### config.mk
export PLATFORM = sky130hd
export DESIGN_NAME = pwm_peripheral_flat
export DESIGN_NICKNAME = d
export VERILOG_FILES = /design/src/rtl/pwm_pkg.sv /design/src/rtl/pwm_peripheral_if.sv /design/src/rtl/pwm_timebase.sv /design/src/rtl/pwm_peripheral.sv /design/src/flat_wrapper.sv
export SDC_FILE = /design/constraint.sdc
export NUM_CORES = 1
export LEC_CHECK = 0
export ABC_AREA = 1
export ABC_CLOCK_PERIOD_IN_PS = 1250
export BUFFER_PORTS_ARGS = -buffer_cell sky130_fd_sc_hd__buf_2
export CAP_MARGIN = 15
export CORE_ASPECT_RATIO = 0.75
export CORE_MARGIN = 3
export CORE_UTILIZATION = 44
export DETAILED_ROUTE_END_ITERATION = 16
export PLACE_DENSITY_LB_ADDON = 0.05
export SLEW_MARGIN = 10
export SYNTH_ARGS = -nofsm -noshare
export SYNTH_HDL_FRONTEND = slang
export SYNTH_HIERARCHICAL = 1
export SYNTH_SLANG_ARGS = --single-unit
### constraint.sdc
create_clock -name clk -period 1.25 [get_ports clk]
set_input_delay 0.125 -clock clk [delete_from_list [all_inputs] [get_ports clk]]
set_output_delay 0.125 -clock clk [all_outputs]
set_load 0.03 [all_outputs]
### src/rtl/pwm_pkg.sv
// pwm_pkg: shared constants for the PWM peripheral
package pwm_pkg;
  localparam int PWM_CNT_W = 8;
  localparam logic [PWM_CNT_W-1:0] DUTY_FULL = 8'hFF;
  localparam int CLK_DIV_DEFAULT = 13;
  localparam int NUM_PINS = 16;
endpackage

### src/rtl/pwm_peripheral_if.sv
// pwm_peripheral_if: configuration register bundle from the SPI register file
interface pwm_peripheral_if;
  logic [7:0] en_reg_out_7_0;
  logic [7:0] en_reg_out_15_8;
  logic [7:0] en_reg_pwm_7_0;
  logic [7:0] en_reg_pwm_15_8;
  logic [7:0] pwm_duty_cycle;
  modport master (output en_reg_out_7_0, en_reg_out_15_8, en_reg_pwm_7_0, en_reg_pwm_15_8, pwm_duty_cycle);
  modport slave (input en_reg_out_7_0, en_reg_out_15_8, en_reg_pwm_7_0, en_reg_pwm_15_8, pwm_duty_cycle);
endinterface

### src/rtl/pwm_timebase.sv
// pwm_timebase: clock prescaler and shared 8-bit PWM counter
module pwm_timebase
  import pwm_pkg::*;
#(
  parameter int CLK_DIV = CLK_DIV_DEFAULT
) (
  input  logic                 clk,
  input  logic                 rst,
  output logic [PWM_CNT_W-1:0] pwm_cnt,
  output logic                 tick,
  output logic                 wrap
);
  localparam int DW = CLK_DIV > 1 ? $clog2(CLK_DIV) : 1;
  logic [DW-1:0] div_cnt;
  assign tick = div_cnt == DW'(CLK_DIV - 1);
  assign wrap = tick && pwm_cnt == DUTY_FULL;
  // prescaler wraps after CLK_DIV clocks; pwm_cnt steps on each tick and overflows naturally
  always_ff @(posedge clk) begin
    if (rst) begin
      div_cnt <= '0;
      pwm_cnt <= '0;
    end else begin
      div_cnt <= tick ? '0 : div_cnt + 1'b1;
      if (tick) pwm_cnt <= pwm_cnt + 1'b1;
    end
  end
endmodule

### src/rtl/pwm_peripheral.sv
// pwm_peripheral: drives 16 pins low/high/PWM from SPI config; PWM_SHADOW_EN latches duty at period boundaries
module pwm_peripheral
  import pwm_pkg::*;
#(
  parameter int CLK_DIV = CLK_DIV_DEFAULT
) (
  input  logic                clk,
  input  logic                rst,
  pwm_peripheral_if.slave     regs,
  output logic [NUM_PINS-1:0] out,
  output logic                period_start
);
  logic [PWM_CNT_W-1:0] pwm_cnt;
  logic [PWM_CNT_W-1:0] duty_active;
  logic                 tick;
  logic                 wrap;
  logic                 pwm_hi;
  logic [NUM_PINS-1:0]  en_out;
  logic [NUM_PINS-1:0]  en_pwm;
  pwm_timebase #(.CLK_DIV(CLK_DIV)) u_timebase (
    .clk(clk),
    .rst(rst),
    .pwm_cnt(pwm_cnt),
    .tick(tick),
    .wrap(wrap)
  );
`ifdef PWM_SHADOW_EN
  // duty only changes at the period boundary so no period is truncated
  always_ff @(posedge clk) begin
    if (rst) duty_active <= '0;
    else if (wrap) duty_active <= regs.pwm_duty_cycle;
  end
`else
  assign duty_active = regs.pwm_duty_cycle;
`endif
  assign en_out = {regs.en_reg_out_15_8, regs.en_reg_out_7_0};
  assign en_pwm = {regs.en_reg_pwm_15_8, regs.en_reg_pwm_7_0};
  assign pwm_hi = duty_active == DUTY_FULL ? 1'b1 : pwm_cnt < duty_active;
  // registered pad drive: disabled pins low, static pins high, PWM pins follow the shared waveform
  always_ff @(posedge clk) begin
    if (rst) begin
      out          <= '0;
      period_start <= 1'b0;
    end else begin
      out          <= en_out & (~en_pwm | {NUM_PINS{pwm_hi}});
      period_start <= tick & wrap;
    end
  end
endmodule

### src/flat_wrapper.sv
// flat-port wrapper written by rule: the top's interface ports become plain ports
module pwm_peripheral_flat import pwm_pkg::*;
#(
  parameter int CLK_DIV = CLK_DIV_DEFAULT
)
  (clk, rst, out, period_start, regs_en_reg_out_7_0, regs_en_reg_out_15_8, regs_en_reg_pwm_7_0, regs_en_reg_pwm_15_8, regs_pwm_duty_cycle);
  pwm_peripheral_if regs_i ();
  input  logic clk;
  input  logic rst;
  output logic [NUM_PINS-1:0] out;
  output logic period_start;
  input wire logic [$bits(regs_i.en_reg_out_7_0)-1:0] regs_en_reg_out_7_0;
  input wire logic [$bits(regs_i.en_reg_out_15_8)-1:0] regs_en_reg_out_15_8;
  input wire logic [$bits(regs_i.en_reg_pwm_7_0)-1:0] regs_en_reg_pwm_7_0;
  input wire logic [$bits(regs_i.en_reg_pwm_15_8)-1:0] regs_en_reg_pwm_15_8;
  input wire logic [$bits(regs_i.pwm_duty_cycle)-1:0] regs_pwm_duty_cycle;
  assign regs_i.en_reg_out_7_0 = regs_en_reg_out_7_0;
  assign regs_i.en_reg_out_15_8 = regs_en_reg_out_15_8;
  assign regs_i.en_reg_pwm_7_0 = regs_en_reg_pwm_7_0;
  assign regs_i.en_reg_pwm_15_8 = regs_en_reg_pwm_15_8;
  assign regs_i.pwm_duty_cycle = regs_pwm_duty_cycle;
  pwm_peripheral #(.CLK_DIV(CLK_DIV)) u_core (.clk(clk), .rst(rst), .regs(regs_i), .out(out), .period_start(period_start));
endmodule
Word level (Yosys, flattened, before mapping). Cells that the tools add are included.

Logic and storage cells: 17. Register bits after elaboration: 29. Output and inout port bits: 17. Bits of input ports: 42.

Add/sub/neg operators: 2. Reduce and logical (&&, ||, !) cells: 2. Bitwise logic cells: 4. $lt $le $gt $ge: 1. Muxes and demuxes: 1. Equality and inequality tests: 3.

Operators by type and width (number): 16-bit AND (1); 8-bit == test (second input constant) (2); 16-bit inverter (1); 16-bit bitwise OR (1); 8-bit by 1-bit adder with 8-bit output (second input constant) (1); 8-bit < comparator (1); 4-bit by 1-bit adder with 4-bit output (second input constant) (1); 4-bit == test (second input constant) (1); 2-bit OR reduction (1); 1-bit AND (1); 1-bit logical AND (1); 1-bit two-way mux (1).

Depth between registers and ports, before layout. Gate-level depths: netlist of the first run.

Word-level depth: 4. Depth in mapped cells: 12. Mapped depth without buffers: 11.

Modules after synthesis. Netlist of the first run, hierarchy kept.

By module, submodules not included: pwm_peripheral (instances 1, cells an instance 138, seq. area each 340.3 um^2, area each 970.9 um^2); pwm_timebase (instances 1, cells an instance 70, seq. area each 240.2 um^2, area each 568.0 um^2).

Worst setup path after synthesis of the first run. OpenSTA, ideal clock, no wires.

Path type: flip-flop to flip-flop. Start: register u_core.u_timebase.pwm_cnt[7]. End: register u_core.out[6]. Path slack: -0.116 ns. Period minus slack after synthesis: 1.366 ns. Library setup time: 0.109 ns. Stages on the path, launching flop included: 9. Path buffers: 1. Data required time: 1.141 ns. Data arrival time: 1.257 ns. Path through: dfxtp_1 > ha_1 > nand2_1 > o21a_1 > nand2_2 > buf_6 > nand3_2 > nand2_1 > inv_1.

Longest elaborated chain between the ends: 4.

Ends and longest elaborated chain: start: declaration (RTL line pwm_timebase.sv:9) `output logic [PWM_CNT_W-1:0] pwm_cnt,`; start signal: assignment (RTL line pwm_timebase.sv:24) `if (tick) pwm_cnt <= pwm_cnt + 1'b1;`; 8-bit < comparator (RTL line pwm_peripheral.sv:38) `assign pwm_hi = duty_active == DUTY_FULL ? 1'b1 : pwm_cnt < duty_active;`; 1-bit two-way mux (RTL line pwm_peripheral.sv:38); 16-bit bitwise OR (RTL line pwm_peripheral.sv:45) `out <= en_out & (~en_pwm | {NUM_PINS{pwm_hi}});`; 16-bit AND (RTL line pwm_peripheral.sv:45); end signal: assignment (RTL line pwm_peripheral.sv:45); end: declaration (RTL line pwm_peripheral.sv:10) `output logic [NUM_PINS-1:0] out,`.

No other way between the ends. A chain may end at the register's enable or synchronous reset.

Worst setup path in the final report of the first run.
Start: register u_core.u_timebase.pwm_cnt[7]. End: register u_core.out[3].

Same word-level chain as after synthesis.

==> reports/results.ini, run 1 <==
[routing]
routed_wl_um=3580
via_per_inst=4.47
drc=0
antenna_left=0
drt_iter0_drc=46
dr.pass1.iters=5
num_vias=1478
detail_route.wl_per_cell_um=10.8

[clocking]
cts_buffers=5
clockRootBuffer=clkbuf_8
clkSinkCount=29
clk_latency_ns=0.27
hold_buffers=0
htree_levels=2
cts_tree=yes
clockBufferDepth=2
clkTransAtPathRegs_ns=0.06

[placed_design]
port_buffers=58
routabilityCongestion=0.784
postPlaceCellArea_mm2=0.00205
dpl.hpwl_um=2590
placedCellCount=318
dp_slack_ns=-0.143

[status]
status=finished, violations left
violations=negative setup slack

[yosys]
avgSynthCellArea_um2=7.40
yosysSeqAreaShare=0.377
synth-xor-area-share=0.0114
synth_top_family_by_area=simple AND/OR/NAND/NOR gates
ys_types=22
yosysTopAreaCellShare=0.377
synth_area_leaders=dfxtp_1, inv_1, nand2_1, ha_1, nor2_1
netlist_area_mm2=0.00154
synth-simple-area-share=0.341
synthCells=208
synth.mux.area_fraction=0
ys_warn_count=6
syn-num-nets=260
synth_top_cell_by_area=dfxtp_1
synth_compound_area_frac=0.0447
ys_ff_latch=29
yosys.area_share.adder=0.0813

[sta]
period_needed_ns=1.41
rsz0062_at_grt=yes
fin_setup_tns_ns=-2.16
fmaxAchievable_mhz=710
slew_headroom=0.839
min_period_over_period=1.13
final_hold_viol_count=0
tightest_slew_ns=0.241
skew_ns=0.00449
final_max_slew_viol_count=0
setup_slack_ns=-0.158
finalSetupViolCount=16

[pwr]
power.switching_mw=0.510
peakVddDrop_uv=758
sw_frac_of_total=0.249
total_power_mw=2.05
p_per_area_mw_per_mm2=877
intPower_mw=1.54
clkPwrFrac=0.365
combPwrFrac=0.159
seqPwrFrac=0.475
p_leak_nw=1.26

[floorplan]
placementRows=17
die_w_um=74.3
initial_utilization=0.492
die_area_mm2=0.00425
coreArea_mm2=0.00313
die_h_um=57.2
pin_count=59

[hold_path]
hold_path_end=u_core/out[15]$_SDFF_PP0_
holdCritStartpoint=regs_en_reg_pwm_15_8[7]
hold_path_class=primary input to flop
hold_depth=4

[global_routing]
grt_pass1_wl_um=5580
antenna_found_initial=0
grt_start_max_net_pins=17
grt_pass1_vias=1348
grtUsageTotal=0.170
grt_overflow=0

[layout]
design_area_mm2=0.00234
nets=345
antenna_cells=0
final_cell_mix=buf_2, inv_1, nand2_1, nor2_1, dfxtp_1
areaGrowthSynthToFinish_pct=51.8
post_route_cells_drive_above_1_share=0.498
layout_commonest_cell=buf_2
final_cells=331

[run]
cap_viol_max_count=0

[setup_path]
arrival_ns=1.58
rr_startpoint=u_core/u_timebase/pwm_cnt[7]$_SDFFE_PP0P_
cp_max_fo=8
rr_endpoint=u_core/out[3]$_SDFF_PP0_
critPathLaunchType=flop
r2r_setup_slack_ns=-0.16
cp-end-kind=flop
required_ns=1.42
crit_type=flop to flop
ff2ff_path_depth=8

==> layer usage <==
metal / vias up / wire, um / track usage
li1: 788 / - / -
met1: 645 / 1740 / 0.229
met2: 43 / 1590 / 0.258
met3: 2 / 235 / 0.0599
met4: 0 / 12 / 0.0457
met5: - / 0 / 0
==> kinds of logic (layout without fill, tap and decap cells) <==
kind of cell,Yosys count,after routing
xor+xnor,2,2
flops,29,29
buf+inv,54,139
compound gates,12,12
simple gates,101,101
fa+ha+maj,10,10
==> per-stage QoR <==
stage	util	hold slack, ns
after floorplan	-	0.194
after global placement	0.655	0.388
after detailed placement	0.655	0.393
after CTS	0.703	0.0985
after global routing	0.747	0.122
final	0.747	0.116
==> registers in the layout (all words and copies together), names as in the netlist <==
register                   cells
u_core/period_start            1
u_core/u_timebase/pwm_cnt      8
u_core/out                    16
u_core/u_timebase/div_cnt      4
==> worst max-delay path by stage <==
stage,startpoint,to,slack [ns],cells past startpoint
CTS,u_core/u_timebase/pwm_cnt[7]$_SDFFE_PP0P_,u_core/out[2]$_SDFF_PP0_,-0.13,9
detailed placement,u_core/u_timebase/pwm_cnt[7]$_SDFFE_PP0P_,u_core/out[3]$_SDFF_PP0_,-0.14,9
floorplan,u_core/u_timebase/pwm_cnt[7]$_SDFFE_PP0P_,u_core/out[6]$_SDFF_PP0_,-0.07,8
finish,u_core/u_timebase/pwm_cnt[7]$_SDFFE_PP0P_,u_core/out[3]$_SDFF_PP0_,-0.16,8
global route,u_core/u_timebase/pwm_cnt[3]$_SDFFE_PP0P_,u_core/out[9]$_SDFF_PP0_,-0.22,11
global placement,u_core/u_timebase/pwm_cnt[7]$_SDFFE_PP0P_,u_core/out[15]$_SDFF_PP0_,-0.11,9
==> power by group through the flow <==
stage                     Clock, mW  Sequential [mW]  Combinational, mW
final                         0.748            0.973              0.327
after CTS                     0.770            0.972              0.306
after global routing          0.821            0.977              0.363
after detailed placement          0            0.990              0.297
after global placement            0            0.991              0.295
after floorplan                   0             1.05              0.106
==> repair_timing <==
| action | CTS | global route |
|---|---|---|
| gates cloned | 0 | 1 |
| endpoints found under the hold margin | 0 | 0 |
| endpoints found under the setup margin | 17 | 22 |
| pin swaps | 5 | 13 |
| resized for setup | 7 | 28 |
| buffers inserted | 4 | 1 |
==> worst max-delay path: stages (launching register included) <==
cell and delay, ns:
dfxtp_4 0.35, ha_4 0.28, nand2_4 0.05, o21a_1 0.18
nand2_2 0.12, clkbuf_16 0.17, nand3_1 0.06, nand2_1 0.06
inv_1 0.03
==> synthesized netlist by cell type <==
cell type	number
nor2_2	1
nor2_8	1
a21oi_1	9
buf_2	1
nand3_2	11
nor2_4	2
nand2_1	42
nand2_2	1
dfxtp_1	29
ha_1	10
nand4_1	1
nand3_1	9
buf_4	1
nand3_4	1
a21oi_2	1
xor2_1	1
nor2_1	30
o21a_1	2
nor3_2	2
xnor2_1	1
buf_6	2
inv_1	50
==> cell type report <==
class / count / area, um^2
Multi-Input combinational cell: 125 / 891
Fill cell: 241 / 791
Sequential cell: 29 / 594
Timing Repair Buffer: 82 / 529
Inverter: 50 / 188
Clock buffer: 7 / 86.3
Tap cell: 38 / 47.5
Note: power is estimated with default switching activity, not from simulation.
==> run 2, diff against run 1 <==
ABC_CLOCK_PERIOD_IN_PS = 1350   (was 1250)
CORE_UTILIZATION = 48   (was 44)
clock period = 1.35 ns   (was 1.25 ns; I/O delays follow)
==> reports/results.ini, run 2 (synthesis results as in run 1) <==
[status]
status=finished, violations left
violations=negative setup slack

[layout]
utilization=0.726
areaGrowthSynthToFinish_pct=41.5
largest_reg_flops=16
nFillCells=239
final_cell_mix=buf_2, inv_1, nand2_1, nor2_1, dfxtp_1
antenna_cells=0
reg_top3=u_core/out: 16 flops, u_core/u_timebase/pwm_cnt: 8 flops, u_core/u_timebase/div_cnt: 4 flops
nets=338
final_cells=324
top_register=u_core/out
post_route_cells_drive_above_1_share=0.402
layout_commonest_cell=buf_2

[clocking]
clockBufferDepth=2
clkTransAtPathRegs_ns=0.06
cts_tree=yes
cts_buffers=5
clkSinkCount=29
clk_latency_ns=0.28
hold_buffers=0
clockRootBuffer=clkbuf_8
htree_levels=2

[setup_path]
required_ns=1.53
rr_startpoint=u_core/u_timebase/pwm_cnt[3]$_SDFFE_PP0P_
cp_max_fo=8
r2r_setup_slack_ns=-0.05
cp-end-kind=flop
crit_chain=ha_4 > nand2_1 > inv_1 > nand2_2 > nand2_1 > nand2_1 > nand2_2 > clkbuf_16 > nand3_2 > nand2_1 > inv_1
cp_slowest_cell=dfxtp_2
endpoint=u_core/out[8]$_SDFF_PP0_
slowest_delay_ns=0.33
rr_endpoint=u_core/out[8]$_SDFF_PP0_
arrival_ns=1.57
critPathLaunchType=flop
crit_type=flop to flop
critPathLaunch=u_core/u_timebase/pwm_cnt[3]$_SDFFE_PP0P_
critPathMostFrequentCell=nand2_1
ff2ff_path_depth=11

[routing]
antenna_left=0
routed_wl_um=3450
drc=0
dr.pass1.iters=5
detail_route.wl_per_cell_um=10.7
num_vias=1499
drt_iter0_drc=88
via_per_inst=4.63

[sta]
tightest_slew_ns=0.239
skew_ns=0.00838
slew_headroom=0.840
final_hold_viol_count=0
fmaxAchievable_mhz=716
final_max_slew_viol_count=0
min_period_over_period=1.03
rsz0062_at_grt=yes
fin_setup_tns_ns=-0.374
setup_slack_ns=-0.0459
finalSetupViolCount=14
period_needed_ns=1.40

[global_routing]
antenna_found_initial=0
grt_pass1_wl_um=5020
grt_start_max_net_pins=21
grtUsageTotal=0.169
grt_pass1_vias=1171
grt_overflow=0

[floorplan]
pin_count=59
placementRows=17
die_w_um=71.4
initial_utilization=0.513
die_area_mm2=0.00393
die_h_um=55.0
coreArea_mm2=0.00300

[placed_design]
dpl.hpwl_um=2500
placedCellCount=311
dp_slack_ns=0.00957
routabilityCongestion=0.782
port_buffers=58

[hold_path]
hold_path_class=primary input to flop

[pwr]
total_power_mw=1.89
p_per_area_mw_per_mm2=866
p_leak_nw=1.22
peakVddDrop_uv=555

[run]
cap_viol_max_count=0

-- run 2: layout make-up --
cell class	instances	area, um^2	share of cell area
multi-input cells	125	808	0.371
flip-flops and latches	29	587	0.270
inverters	50	188	0.0862
repair buffers	75	460	0.211
clock buffers	7	86.3	0.0397
well taps	38	47.5	0.0218
-- run 2: worst min path at each step --
stage	from	end	slack, ns	cells past startpoint
global route	regs_en_reg_pwm_7_0[0]	u_core/out[0]$_SDFF_PP0_	0.13	4
floorplan	rst	u_core/u_timebase/pwm_cnt[1]$_SDFFE_PP0P_	0.20	1
detailed placement	regs_en_reg_pwm_15_8[4]	u_core/out[12]$_SDFF_PP0_	0.40	4
finish	regs_en_reg_pwm_15_8[4]	u_core/out[12]$_SDFF_PP0_	0.12	4
CTS	regs_en_reg_pwm_15_8[4]	u_core/out[12]$_SDFF_PP0_	0.12	4
global placement	regs_en_reg_pwm_7_0[6]	u_core/out[6]$_SDFF_PP0_	0.40	4
-- run 2: power by group --
part / leakage [nW] / total (mW) / internal (mW) / switching, mW
clock network: 0.0443 / 0.712 / 0.403 / 0.308
registers: 0.241 / 0.902 / 0.890 / 0.0126
logic: 0.932 / 0.272 / 0.112 / 0.160
total: 1.22 / 1.89 / 1.41 / 0.481
-- run 2: critical path: cells and delay by family, from the launching register on --
kind	cells	cell delay, ns
adder cells (fa/ha/maj)	1	0.26
flip-flops	1	0.33
AND/OR/NAND/NOR	7	0.44
buffers and inverters	3	0.26
-- run 2: repair_timing --
item | CTS | global route
endpoints found under the setup margin | 1 | 18
resized for setup | 0 | 13
cloned | 0 | 1
setup buffers | 0 | 5
pin swaps | 0 | 9
-- run 2: per-stage QoR --
step / hold WS, ns / cell area (um^2)
finish: 0.118 / 2180
detailed placement: 0.403 / 1950
global route: 0.132 / 2180
CTS: 0.117 / 2040
floorplan: 0.204 / 1550
global placement: 0.397 / 1950
-- run 2: per-layer routing --
metal | GRT usage | part of all wire | vias to the layer above
met5 | 0 | 0 | -
met4 | 0.0563 | 0.017 | 0
met3 | 0.0560 | 0.069 | 11
met2 | 0.273 | 0.45 | 52
met1 | 0.216 | 0.46 | 664
li1 | - | - | 772
